File: config.mk
export PLATFORM = sky130hd
export DESIGN_NAME = vga_hvsync_generator
export DESIGN_NICKNAME = d
export VERILOG_FILES = /design/src/rtl/vga_hvsync_generator.sv
export SDC_FILE = /design/constraint.sdc
export NUM_CORES = 1
export LEC_CHECK = 0
export CORE_ASPECT_RATIO = 0.9
export CORE_MARGIN = 8
export CORE_UTILIZATION = 48
export DETAILED_ROUTE_END_ITERATION = 8
export GPL_ROUTABILITY_DRIVEN = 0
export GPL_TIMING_DRIVEN = 0
export PLACE_DENSITY = 0.87
export REMOVE_ABC_BUFFERS = 1
export SYNTH_ARGS = -nofsm -noshare
export SYNTH_HDL_FRONTEND = slang
export SYNTH_SLANG_ARGS = --single-unit
File: constraint.sdc
create_clock -name clk -period 2.85 [get_ports clk]
set_clock_uncertainty 0.2 [all_clocks]
set_input_delay 0.57 -clock clk [delete_from_list [all_inputs] [get_ports clk]]
set_output_delay 0.57 -clock clk [all_outputs]
set_load 0.01 [all_outputs]
File: src/rtl/vga_hvsync_generator.sv
// vga_hvsync_generator: free-running 640x480@60Hz VGA timing generator.
// It produces registered active-low hsync/vsync, a combinational display
// enable, and the current pixel coordinates for the pixel-generation logic.
// The sync flops sample the pre-edge counters, so each sync output lags the
// coordinates it decodes by one clock.
module vga_hvsync_generator #(
    parameter int H_DISPLAY = 640,
    parameter int H_FRONT   = 16,
    parameter int H_SYNC    = 96,
    parameter int H_BACK    = 48,
    parameter int V_DISPLAY = 480,
    parameter int V_BOTTOM  = 10,
    parameter int V_SYNC    = 2,
    parameter int V_TOP     = 33
) (
    input  logic       clk,
    input  logic       reset,
    output logic       hsync,
    output logic       vsync,
    output logic       display_on,
    output logic [9:0] hpos,
    output logic [9:0] vpos
);

    // Timing landmarks, sized to the 10-bit coordinate counters.
    localparam logic [9:0] H_DISPLAY_C  = 10'(H_DISPLAY);
    localparam logic [9:0] H_MAX        = 10'(H_DISPLAY + H_FRONT + H_SYNC + H_BACK - 1);
    localparam logic [9:0] H_SYNC_START = 10'(H_DISPLAY + H_FRONT);
    localparam logic [9:0] H_SYNC_END   = 10'(H_DISPLAY + H_FRONT + H_SYNC - 1);
    localparam logic [9:0] V_DISPLAY_C  = 10'(V_DISPLAY);
    localparam logic [9:0] V_MAX        = 10'(V_DISPLAY + V_BOTTOM + V_SYNC + V_TOP - 1);
    localparam logic [9:0] V_SYNC_START = 10'(V_DISPLAY + V_BOTTOM);
    localparam logic [9:0] V_SYNC_END   = 10'(V_DISPLAY + V_BOTTOM + V_SYNC - 1);

    logic [9:0] hpos_q, hpos_d;
    logic [9:0] vpos_q, vpos_d;
    logic       hsync_q, hsync_d;
    logic       vsync_q, vsync_d;
    logic       line_end;

    // Next-state logic: the column counter always advances, the line counter
    // only moves at the end of a line, and both wrap at their last value.
    always_comb begin
        line_end = (hpos_q == H_MAX);
        hpos_d   = hpos_q + 10'd1;
        vpos_d   = vpos_q;
        if (line_end) begin
            hpos_d = 10'd0;
            if (vpos_q == V_MAX) begin
                vpos_d = 10'd0;
            end else begin
                vpos_d = vpos_q + 10'd1;
            end
        end
        hsync_d = !((hpos_q >= H_SYNC_START) && (hpos_q <= H_SYNC_END));
        vsync_d = !((vpos_q >= V_SYNC_START) && (vpos_q <= V_SYNC_END));
    end

    // State registers; reset returns to the top-left corner with both syncs idle.
    always_ff @(posedge clk) begin
        if (reset) begin
            hpos_q  <= 10'd0;
            vpos_q  <= 10'd0;
            hsync_q <= 1'b1;
            vsync_q <= 1'b1;
        end else begin
            hpos_q  <= hpos_d;
            vpos_q  <= vpos_d;
            hsync_q <= hsync_d;
            vsync_q <= vsync_d;
        end
    end

    assign hpos       = hpos_q;
    assign vpos       = vpos_q;
    assign hsync      = hsync_q;
    assign vsync      = vsync_q;
    assign display_on = (hpos_q < H_DISPLAY_C) && (vpos_q < V_DISPLAY_C);

endmodule

==> run metrics <==
status=complete, no violations; critical path endpoint=display_on; Gate Count Post-Synth=121; Top FF cell, synth=dfxtp_1; Most Crowded Layer GR=met2; drt first-iter violations=36; hold crit path type=register to register; routing usage on met2=21.9%; worst vdd ir=0.407 mV; RSZ-0062 raised after global routing=no; EDFF count, synth=0; biggest area consumer among synthesized cells=dfxtp_1; post-synth cell types=32; CTS tree=done; Routed Antenna Nets=0; initial antenna violation count=0; Starting Density=49.8%; Slew headroom=60.5%; worst-path fanout max=7; Die Ht=60.5 µm; Crit path required time=2.08 ns; Yosys reg bits=22; vias per cell=5.71; P_int=465 µW; crit share post-route=between 80% and 90%; pin count of the biggest net entering global routing=14; Reg2Reg Depth=5; WL final=~2500 µm; Crit Path Class=register to primary output; clock root cell=clkbuf_4; FMAX=391 MHz; CTS Buf Count=3; clk_lat worst skew=roughly 0.3 ns; Setup TNS=0 ns; Antenna Cells=0; Leakage Power=0.000465 µW; post-synth top area share=41.7%; final non-filler cell total=around 170; Port Buffers=24; CP Depth=4; row count=16; final setup fails=0; met3 usage=1.48%; share of layout cells above drive strength 1=6.21%; Tmin final=2.55 ns; Reg2Reg Setup Slack=~0.4 ns; # clock sinks=22; CP Capture Type=primary output; Reg power frac=54.9%; global route overflow=0; max-cap viol count=0; I/O Pins=25; net load switching power=111 µW; Yosys warnings=0; # fillers=178; Sw Share=19.2%; CP Launch Point=vpos[5]; Comb power frac=4.2%; Synth top cells by count=dfxtp_1, nor2_1, xnor2_1; total global-route track usage=between 10% and 20%; Post-Syn Area=~0.0011 mm²; crit path buf inv count=1; drt wl/cell=14.4 µm; crit path launch type=register; Least-Margin Pin Slew=0.587 ns; full die area=a little under 0.004 mm²; crit path cell chain=and3_1, nand2_1, and4b_1, clkdlybuf4s50_1; vias=982; R2R Path End=vpos[5]; number of global-route vias before repair=884; Pre-Repair DR Iteration Count=4; CTS Hold Bufs=0; Critical Path AT=1.78 ns; setup bufs post-CTS=0; DRC viols=0; Fin. Hold Viols=0; Critical Path Max Stage Delay=0.53 ns; CTS H-tree depth=1; RR Startpoint=hpos[0]; pwr dens=421 mW/mm²; core region area=0.00212 mm²; fin nets=between 150 and 200; post-cts sizing count=0; met1 usage=14.5%; clk slew on worst S/H paths=approximately 0.12 ns; DP Cell Count=roughly 170; syn_area_per_cell=8.74 µm²; register area share after synthesis=41.7%; first-pass GRT wire length=4030 µm; top post-synthesis cells by area=dfxtp_1, nor2_1, xnor2_1; DPL Wire Length=1820 µm; clock network fraction of total power=41.0%; async set-reset flop share out of synthesis=0%; maximum buffer depth of the clock tree=2; area grow syn2layout=29.2%; Die Wd=65.5 µm; cell type of the slowest stage on the worst timing path=clkdlybuf4s50_1; Max Slew Vio Count=0; Top Family by Delay on Critical Path=simple AND/OR/NAND/NOR gates
[cell type report]
type                    instances  area, µm²  area share [%]
clock buffers                   3       22.5            1.65
clock inverters                 1       30.0            2.20
inverters                       7       26.3            1.92
multi-input cells              88        573            41.9
flip-flops and latches         22        440            32.2
well taps                      27       33.8            2.47
repair buffers                 24        240            17.6
[worst min path at each step]
stage / startpoint / endpoint / cells after the start
2_1_floorplan: hpos[0] / hpos[0] / 1
3_3_place_gp: hpos[0] / hpos[0] / 1
3_5_place_dp: hpos[0] / hpos[0] / 1
4_1_cts: hpos[0] / hpos[0] / 1
5_1_grt: hpos[0] / hpos[0] / 1
6_report: hpos[0] / hpos[0] / 1
[cells by family after synthesis]
group,count (synthesis),synth area share (%)
mux,2,1.89
xor+xnor,12,9.94
buf+inv,11,4.14
flops,22,41.7
fa+ha+maj,5,5.92
simple gates,61,31.2
compound gates,8,5.21
[cells in the final DEF (no fill, tap or decap), drive strengths merged]
cell type and instances:
o211ai 1, nor3 3, xor2 4, o21ai 1, or4b 2, a41o 1
nor2b 2, bufinv 1, and4 1, or2 1, xnor2 8, and3 3
nand2 3, a2111oi 1, a21oi 3, nand4 5, ha 5, nor4 6
nor4b 1, nor2 22, and4b 1, o21a 1, clkdlybuf4s50 24, or3 2
mux2i 2, inv 7, nand3 7, dfxtp 22, or4 2, clkbuf 3
[power by group through the flow]
stage | sequential (µW) | combinational (µW) | clock (µW)
after global routing | 317 | 26.0 | 254
after detailed placement | 323 | 23.9 | 0
after CTS | 316 | 24.1 | 240
final | 316 | 23.9 | 236
after global placement | 322 | 23.3 | 0
after floorplan | 324 | 9.48 | 0
[state kept, by name, indices dropped and copies added, names as in the netlist]
name   cells
hpos      10
vpos      10
hsync      1
vsync      1
[per-layer routing]
| layer | part of all wire, % | up-vias |
|---|---|---|
| li1 | - | 474 |
| met3 | 8.3 | 12 |
| met1 | 38 | 440 |
| met2 | 49 | 56 |
| met5 | 0 | - |
| met4 | 4.3 | 0 |
[metrics by stage]
step	power, µW	cell area [µm²]	hold WS (ns)	setup WS [ns]	util, %
after floorplan	333	1040	0.288	0.664	-
after global placement	346	1310	0.268	0.538	61.9
after detailed placement	347	1310	0.282	0.459	61.9
after CTS	580	1370	0.308	0.293	64.4
after global routing	596	1370	0.362	0.166	64.4
final	575	1370	0.304	0.295	64.4
Note: power is estimated with default switching activity, not from simulation.
